`src/rtl/fetch_unit_if.sv`:
```
// rtl/fetch_unit_if.sv - fetch stage bundle: redirect control, imem request/response, decode handshake
interface fetch_unit_if #(
  parameter int XLEN = 32
);
  logic            redirect_en;
  logic [XLEN-1:0] redirect_pc;
  logic            imem_req_valid;
  logic            imem_req_ready;
  logic [XLEN-1:0] imem_req_addr;
  logic            imem_rsp_valid;
  logic [31:0]     imem_rsp_data;
  logic            instr_valid;
  logic            instr_ready;
  logic [31:0]     instr;
  logic [XLEN-1:0] instr_pc;
  logic            halted;

  modport master (
    input  redirect_en, redirect_pc, imem_req_ready, imem_rsp_valid, imem_rsp_data, instr_ready,
    output imem_req_valid, imem_req_addr, instr_valid, instr, instr_pc, halted
  );

  modport slave (
    output redirect_en, redirect_pc, imem_req_ready, imem_rsp_valid, imem_rsp_data, instr_ready,
    input  imem_req_valid, imem_req_addr, instr_valid, instr, instr_pc, halted
  );
endinterface

```
`src/rtl/fetch_unit.sv`:
```
// rtl/fetch_unit.sv - in-order instruction fetch with credit-limited prefetch, redirect flush and halt
module fetch_unit #(
  parameter int              XLEN     = 32,
  parameter logic [XLEN-1:0] RESET_PC = '0,
  parameter int              PC_STEP  = 4,
  parameter int              DEPTH    = 2
) (
  input  logic         clk,
  input  logic         rst,
  fetch_unit_if.master bus
);
  localparam int            CW   = $clog2(DEPTH + 1);
  localparam int            PW   = (DEPTH > 1) ? $clog2(DEPTH) : 1;
  localparam logic [PW-1:0] LAST = PW'(DEPTH - 1);

  typedef enum logic [1:0] {RUN, DRAIN, HALT} state_t;

  state_t          state_q, state_d;
  logic [XLEN-1:0] pc_q;
  logic [CW-1:0]   out_q, disc_q, cnt_q;
  logic [PW-1:0]   tag_wr_q, tag_rd_q, buf_wr_q, buf_rd_q;
  logic [XLEN-1:0] tag_mem  [DEPTH];
  logic [31:0]     buf_data [DEPTH];
  logic [XLEN-1:0] buf_pc   [DEPTH];

  logic credit, req_valid, issue, rsp, push, pop, head_valid, rsp_is_halt;

  function automatic logic [PW-1:0] next_ptr(input logic [PW-1:0] p);
    return (p == LAST) ? '0 : p + PW'(1);
  endfunction

  always_ff @(posedge clk or posedge rst) begin
    if (rst) state_q <= RUN;
    else     state_q <= state_d;
  end

  always_comb begin
    state_d     = state_q;
    head_valid  = (cnt_q != '0);
    credit      = ({1'b0, out_q} + {1'b0, cnt_q}) < (CW + 1)'(DEPTH);
    req_valid   = (state_q == RUN) && credit && !bus.redirect_en;
    issue       = req_valid && bus.imem_req_ready;
    rsp         = bus.imem_rsp_valid;
    rsp_is_halt = (bus.imem_rsp_data[31:29] == 3'b000) && (bus.imem_rsp_data[26:24] == 3'b111);
    // stale responses owed to a redirect, or anything arriving after a halt, never reach decode
    push        = rsp && (disc_q == '0) && (state_q == RUN) && !bus.redirect_en;
    pop         = head_valid && bus.instr_ready && !bus.redirect_en;
    if (bus.redirect_en) begin
      state_d = RUN;
    end else begin
      case (state_q)
        RUN:     if (push && rsp_is_halt) state_d = DRAIN;
        DRAIN:   if (pop && cnt_q == CW'(1)) state_d = HALT;
        default: state_d = state_q;
      endcase
    end
  end

  always_ff @(posedge clk or posedge rst) begin
    if (rst) begin
      pc_q     <= RESET_PC;
      out_q    <= '0;
      disc_q   <= '0;
      cnt_q    <= '0;
      tag_wr_q <= '0;
      tag_rd_q <= '0;
      buf_wr_q <= '0;
      buf_rd_q <= '0;
    end else begin
      out_q <= out_q + CW'(issue) - CW'(rsp);
      if (issue) tag_wr_q <= next_ptr(tag_wr_q);
      if (rsp)   tag_rd_q <= next_ptr(tag_rd_q);
      if (bus.redirect_en) begin
        pc_q     <= bus.redirect_pc;
        disc_q   <= out_q - CW'(rsp);
        cnt_q    <= '0;
        buf_wr_q <= '0;
        buf_rd_q <= '0;
      end else begin
        if (issue) pc_q <= pc_q + XLEN'(PC_STEP);
        if (rsp && disc_q != '0) disc_q <= disc_q - CW'(1);
        if (push) buf_wr_q <= next_ptr(buf_wr_q);
        if (pop)  buf_rd_q <= next_ptr(buf_rd_q);
        cnt_q <= cnt_q + CW'(push) - CW'(pop);
      end
    end
  end

  // tag queue stays in step with outstanding requests, so it is never flushed
  always_ff @(posedge clk) begin
    if (issue) tag_mem[tag_wr_q] <= pc_q;
    if (push) begin
      buf_data[buf_wr_q] <= bus.imem_rsp_data;
      buf_pc[buf_wr_q]   <= tag_mem[tag_rd_q];
    end
  end

  assign bus.imem_req_valid = req_valid;
  assign bus.imem_req_addr  = pc_q;
  assign bus.instr_valid    = head_valid;
  assign bus.instr          = head_valid ? buf_data[buf_rd_q] : '0;
  assign bus.instr_pc       = head_valid ? buf_pc[buf_rd_q] : '0;
  assign bus.halted         = (state_q == HALT);
endmodule
```
`src/flat_wrapper.sv`:
```
// flat-port wrapper written by rule: the top's interface ports become plain ports
module fetch_unit_flat 
#(
  parameter int              XLEN     = 32,
  parameter logic [XLEN-1:0] RESET_PC = '0,
  parameter int              PC_STEP  = 4,
  parameter int              DEPTH    = 2
)
  (clk, rst, bus_redirect_en, bus_redirect_pc, bus_imem_req_ready, bus_imem_rsp_valid, bus_imem_rsp_data, bus_instr_ready, bus_imem_req_valid, bus_imem_req_addr, bus_instr_valid, bus_instr, bus_instr_pc, bus_halted);
  fetch_unit_if #(.XLEN(XLEN)) bus_i ();
  input  logic clk;
  input  logic rst;
  input wire logic [$bits(bus_i.redirect_en)-1:0] bus_redirect_en;
  input wire logic [$bits(bus_i.redirect_pc)-1:0] bus_redirect_pc;
  input wire logic [$bits(bus_i.imem_req_ready)-1:0] bus_imem_req_ready;
  input wire logic [$bits(bus_i.imem_rsp_valid)-1:0] bus_imem_rsp_valid;
  input wire logic [$bits(bus_i.imem_rsp_data)-1:0] bus_imem_rsp_data;
  input wire logic [$bits(bus_i.instr_ready)-1:0] bus_instr_ready;
  output wire logic [$bits(bus_i.imem_req_valid)-1:0] bus_imem_req_valid;
  output wire logic [$bits(bus_i.imem_req_addr)-1:0] bus_imem_req_addr;
  output wire logic [$bits(bus_i.instr_valid)-1:0] bus_instr_valid;
  output wire logic [$bits(bus_i.instr)-1:0] bus_instr;
  output wire logic [$bits(bus_i.instr_pc)-1:0] bus_instr_pc;
  output wire logic [$bits(bus_i.halted)-1:0] bus_halted;
  assign bus_i.redirect_en = bus_redirect_en;
  assign bus_i.redirect_pc = bus_redirect_pc;
  assign bus_i.imem_req_ready = bus_imem_req_ready;
  assign bus_i.imem_rsp_valid = bus_imem_rsp_valid;
  assign bus_i.imem_rsp_data = bus_imem_rsp_data;
  assign bus_i.instr_ready = bus_instr_ready;
  assign bus_imem_req_valid = bus_i.imem_req_valid;
  assign bus_imem_req_addr = bus_i.imem_req_addr;
  assign bus_instr_valid = bus_i.instr_valid;
  assign bus_instr = bus_i.instr;
  assign bus_instr_pc = bus_i.instr_pc;
  assign bus_halted = bus_i.halted;
  fetch_unit #(.XLEN(XLEN), .RESET_PC(RESET_PC), .PC_STEP(PC_STEP), .DEPTH(DEPTH)) u_core (.clk(clk), .rst(rst), .bus(bus_i));
endmodule
```
`config.mk`:
```
export PLATFORM = sky130hd
export DESIGN_NAME = fetch_unit_flat
export DESIGN_NICKNAME = d
export VERILOG_FILES = /design/src/rtl/fetch_unit_if.sv /design/src/rtl/fetch_unit.sv /design/src/flat_wrapper.sv
export SDC_FILE = /design/constraint.sdc
export NUM_CORES = 1
export LEC_CHECK = 0
export ABC_AREA = 1
export BUFFER_PORTS_ARGS = -buffer_cell sky130_fd_sc_hd__buf_2
export CELL_PAD_IN_SITES_DETAIL_PLACEMENT = 0
export CELL_PAD_IN_SITES_GLOBAL_PLACEMENT = 1
export CORE_AREA = 2 2 208 108
export DETAILED_ROUTE_END_ITERATION = 12
export DIE_AREA = 0 0 210 110
export GPL_ROUTABILITY_DRIVEN = 0
export PLACE_DENSITY_LB_ADDON = 0.3
export SYNTH_ARGS = -nofsm -noshare
export SYNTH_HDL_FRONTEND = slang
export SYNTH_SLANG_ARGS = --single-unit
```
`constraint.sdc`:
```
create_clock -name clk -period 12.3 [get_ports clk]
set_input_delay 2.46 -clock clk [delete_from_list [all_inputs] [get_ports clk]]
set_output_delay 2.46 -clock clk [all_outputs]
set_load 0.05 [all_outputs]
```
# Yosys cells after proc, flatten, opt, wreduce, memory -nomap -nowiden
# Memories as Yosys holds them, arrays and structs flattened.
# Cells that the tools add are included.
totals:
  register_bits: 44
  ram_bits: 192
  inputBits: 70
  mem_count: 3
classes:
  add_sub_neg: 12
  magnitude_cmp: 1
  n_eq_ne: 6
  n_mux: 23
  n_reduce_logical: 24
mem_list:
  columns: ["name", "words", "width", "rd", "rd_ports_with_merged_regs", "wr", "line", "source"]
  rows:
  - ["u_core.buf_data", 2, 32, 1, 0, 1, "fetch_unit.sv:23", "logic [31:0] buf_data [DEPTH];"]
  - ["u_core.buf_pc", 2, 32, 1, 0, 1, "fetch_unit.sv:24", "logic [XLEN-1:0] buf_pc [DEPTH];"]
  - ["u_core.tag_mem", 2, 32, 1, 0, 1, "fetch_unit.sv:22", "logic [XLEN-1:0] tag_mem [DEPTH];"]
ops:
  columns: ["cell", "count"]
  rows:
  - ["two-way mux 32 bit", 4]
  - ["adder 32 x 3 -> 32 bit (second input constant)", 1]
  - ["logical AND 1 bit", 12]
  - ["two-way mux 1 bit", 12]
  - ["two-way mux 2 bit", 6]
  - ["nonzero test 2 bit", 6]
  - ["subtractor 2 x 1 -> 2 bit", 3]
  - ["adder 1 bit (second input constant)", 4]
  - ["adder 2 x 1 -> 2 bit", 2]
  - ["equality test 2 x 1 -> 1 bit (second input constant)", 2]
  - ["logical NOT 2 bit", 2]
  - ["case mux 2 bit (2 select lines)", 1]
  - ["adder 2 x 2 -> 3 bit", 1]
  - ["equality test 3 bit (second input constant)", 1]
  - ["logical NOT 3 bit", 1]
  - ["less-than comparator 3 x 2 -> 1 bit (second input constant)", 1]
  - ["inequality test 3 x 2 -> 1 bit (second input constant)", 1]
  - ["inequality test 3 bit (second input constant)", 1]
  - ["AND reduction 3 bit", 1]
  - ["nonzero test 3 bit", 1]
  - ["equality test 2 bit (second input constant)", 1]
  - ["subtractor 2 x 1 -> 2 bit (second input constant)", 1]
  - ["logical NOT 1 bit", 1]

# Longest topological paths before layout
logic_depth:
  ltp_word: 8
  mapped_depth: 10
  ltp_nobuf: 9

# Worst setup path after synthesis
# No wires, ideal clock.
synth_path:
  path_type: "input -> register"
  from: "in bus_imem_rsp_valid"
  to: "mem u_core.buf_data[0][0] (enable)"
  setup_ps: 486
  arrival_time_ps: 5478
  required_ps: 11814
  slack_ps: 6336
  stages: 6
  n_path_buf: 0
  cell_sequence: "nand2_1 > inv_1 > nand2_1 > nor2_1 > inv_1 > nor2_1"
synth_via:
  elab_chain_len: 5
synth_rtl:
  columns: ["item", "line", "source"]
  rows:
  - ["from (decl)", "flat_wrapper.sv:16", "input wire logic [$bits(bus_i.imem_rsp_valid)-1:0] bus_imem_rsp_valid;"]
  - ["logical AND 1 bit (3 in a row)", "fetch_unit.sv:46", "push = rsp && (disc_q == '0) && (state_q == RUN) && !bus.redirect_en;"]
  - ["two-way mux 1 bit", "fetch_unit.sv:92", "if (push) begin"]
  - ["two-way mux 1 bit (not written as such)", "fetch_unit.sv:93", "buf_data[buf_wr_q] <= bus.imem_rsp_data;"]
  - ["to (decl)", "fetch_unit.sv:23", null]
# No other way between the ends.

# Worst setup path after layout
layout_path:
  from: "in bus_redirect_en"
  to: "out bus_imem_req_valid"
layout_via:
  elab_chain_len: 2
layout_rtl:
  columns: ["item", "line", "source"]
  rows:
  - ["from (decl)", "flat_wrapper.sv:13", "input wire logic [$bits(bus_i.redirect_en)-1:0] bus_redirect_en;"]
  - ["logical NOT 1 bit", "fetch_unit.sv:41", "req_valid = (state_q == RUN) && credit && !bus.redirect_en;"]
  - ["logical AND 1 bit", "fetch_unit.sv:41", null]
  - ["to (decl)", "flat_wrapper.sv:19", "output wire logic [$bits(bus_i.imem_req_valid)-1:0] bus_imem_req_valid;"]
# No other way between the ends.

==> run_results.csv <==
group,metric,value,unit
status,status,"complete, no violations",
finish,diodes,0,
timing,setup_violations,0,
worst_setup_path,critPathArrivalTime,3420,ps
place,place_hpwl,15010,um
worst_setup_path,end_kind,"primary output",
power_and_ir_drop,cellLeakagePower,4.793,nW
timing,max_freq,170.0,MHz
clock_tree,clk_pin_slew,60,ps
power_and_ir_drop,p_total,2.457,mW
global_routing,grt_max_degree,66,
synthesis,synth_area_leader_cell,"edfxtp_1",
routing,vias,6717,
synthesis,seq_area_frac_synth,0.6858,
synthesis,ys_ff_latch,236,
routing,drtIter0Drc,417,
synthesis,synth_top_area_frac,0.5759,
floorplanning,die_area,23100,sq um
timing,worst_slack,6416,ps
routing,wl_per_cell,17.13,um
power_and_ir_drop,ir_drop,115.5,uV
routing,wl_met1,12000,um
clock_tree,cts_hold_buffers,0,
timing,whs,505.5,ps
floorplanning,start_util,0.4711,
timing,hold_viol_final,0,
worst_setup_path,path_cells,"buf_2 -> nor2_1 -> buf_2",
clock_tree,h-tree-depth,1,
routing,met2_length,9185,um
timing,finalCritPeriodShare,0.4784,
floorplanning,fp.coreArea,21250,sq um
power_and_ir_drop,power.density,208.3,nW/um^2
worst_setup_path,ff2ff_setup_slack,9410,ps
place,dp_slack,6410,ps
timing,fin_worst_skew,12.53,ps
timing,worstMarginPinSlew,1076,ps
synthesis,syn_area,10010,sq um
global_routing,overflow,0,
place,io_buffers,168,
global_routing,grt_pass1_vias,6271,
worst_setup_path,cp_common_cell,"buf_2",
finish,regArea,6868,sq um
timing,period_needed,5884,ps
worst_setup_path,critPathTopFamily,"buffers and inverters",
floorplanning,top_level_ports,169,
global_routing,grt_pass1_wl,35360,um
routing,totalWireLength,22800,um
global_routing,grtUsageTotal,0.2012,
floorplanning,die_h,110,um
worst_setup_path,critical_path_required,9840,ps
synthesis,synthCells,872,
routing,drc,0,
clock_tree,cts_buffers,22,
clock_tree,clock-sinks,236,
finish,multi_input_area,2821,sq um
finish,layout_common_cells,"272 x nand2_1, 192 x edfxtp_1, 168 x buf_2",
synthesis,ys_types,34,
finish,area_growth,17.85,%
synthesis,synthTopCellsByArea,"edfxtp_1 58%, dfrtp_1 11%, nand2_1 10%",
finish,nNetsFinal,1112,
timing,relSlewSlack,0.2824,
floorplanning,fp.dieW,210,um
flow_run,maxCapViolCount,0,
clock_tree,cts_tree,"done",
clock_tree,cts_resized,0,
worst_setup_path,start_kind,"input pin",
synthesis,yosysWarnings,0,
synthesis,synth_nets,949,
finish,drive_gt1_frac,0.2502,
timing,rsz0062_at_grt,"false",
routing,routed.top_layer,"met4",
worst_setup_path,path_class,"input pin to primary output",
routing,firstDrtPassIters,5,
floorplanning,placementRows,38,
worst_setup_path,cp_num_buf_inv,2,
timing,maxSlewViolCount,0,
routing,avgViaCountPerCell,5.047,
clock_tree,clk_latency,510,ps
finish,fillers,1827,
finish,layout_commonest_cell,"nand2_1",
synthesis,syn_area_per_cell,11.48,sq um
worst_setup_path,critPathMaxFanout,40,
worst_setup_path,critPathMaxStageDelay,620,ps
routing,antenna_left,0,
clock_tree,root_buffer,"clkbuf_16",
global_routing,antenna_found_initial,0,
clock_tree,cts_buffer_depth,3,
worst_setup_path,critical_path.slowest_cell,"buf_2",
clock_tree,post_cts_buffers,0,
worst_hold_path,hold_path_class,"register to register",
timing,final.setup.tns,0,ps
routing,dr_wl_met3,1284,um
-- final cells by class --
| class | count | share of cell area |
|---|---|---|
| Tap cell | 280 | 0.02969 |
| Inverter | 46 | 0.01463 |
| Multi-Input combinational cell | 555 | 0.2391 |
| Timing Repair Buffer | 174 | 0.07508 |
| Clock buffer | 37 | 0.05578 |
| Clock inverter | 3 | 0.003606 |
| Sequential cell | 236 | 0.5821 |
-- flip-flops by register name, indices dropped and copies added, names as in the netlist --
register and flops:
u_core.buf_data 64, u_core.buf_rd_q 1, u_core.buf_wr_q 1, u_core.buf_pc 64, u_core.state_q 2, u_core.disc_q 2
u_core.tag_wr_q 1, u_core.cnt_q 2, u_core.bus.imem_req_addr 32, u_core.tag_mem 64, u_core.tag_rd_q 1, u_core.out_q 2
-- power by group --
| group | internal (mW) | total (mW) | switching (mW) |
|---|---|---|---|
| sequential | 0.999 | 1.09 | 0.0893 |
| clock | 0.385 | 0.667 | 0.282 |
| combinational | 0.182 | 0.702 | 0.521 |
-- final timing paths --
check / from / end / cells past startpoint
max in group asynchronous: rst / u_core.buf_rd_q / 2
worst max register to register: u_core.disc_q[0] / u_core.buf_pc[0][25] / 9
min in group asynchronous: rst / u_core.state_q[1] / 2
worst min-delay path: u_core.bus.imem_req_addr[0] / u_core.tag_mem[1][0] / 0
worst max-delay path: bus_redirect_en / bus_imem_req_valid / 3
worst min register to register: u_core.bus.imem_req_addr[0] / u_core.tag_mem[1][0] / 0
-- per-stage QoR --
step                        util  instances  instance area (sq um)
final                     0.5552       1331                  11800
after global routing      0.5552       1331                  11800
after CTS                 0.5552       1331                  11800
after detailed placement  0.5222       1291                  11100
after global placement    0.5222       1291                  11100
after floorplan                -        872                  10010
-- Yosys cell counts (all sizes together) --
cell type	instances
a21oi	80
a31oi	1
and2	2
buf	28
clkbuf	7
dfrtp	44
edfxtp	192
fa	1
ha	6
inv	46
mux2	32
nand2	277
nand3	52
nand4	3
nor2	72
nor3	2
o211ai	3
o21ai	3
o21bai	7
o221ai	1
o22ai	1
or2	1
xnor2	4
xor2	7
-- routing by layer --
layer | vias to the layer above | track usage
li1 | 3290 | -
met1 | 3211 | 0.3257
met2 | 189 | 0.2850
met3 | 27 | 0.03343
met4 | 0 | 0.03647
met5 | - | 0
-- cell families after synthesis --
family                   share of synthesized area
adder cells (fa/ha/maj)                   0.009498
AO/OA/AOI/OAI                              0.05111
multiplexers                               0.03599
XOR/XNOR                                  0.009622
buffers and inverters                      0.03612
flip-flops                                  0.6858
AND/OR/NAND/NOR                             0.1718
(Power assumes the default switching activity.)
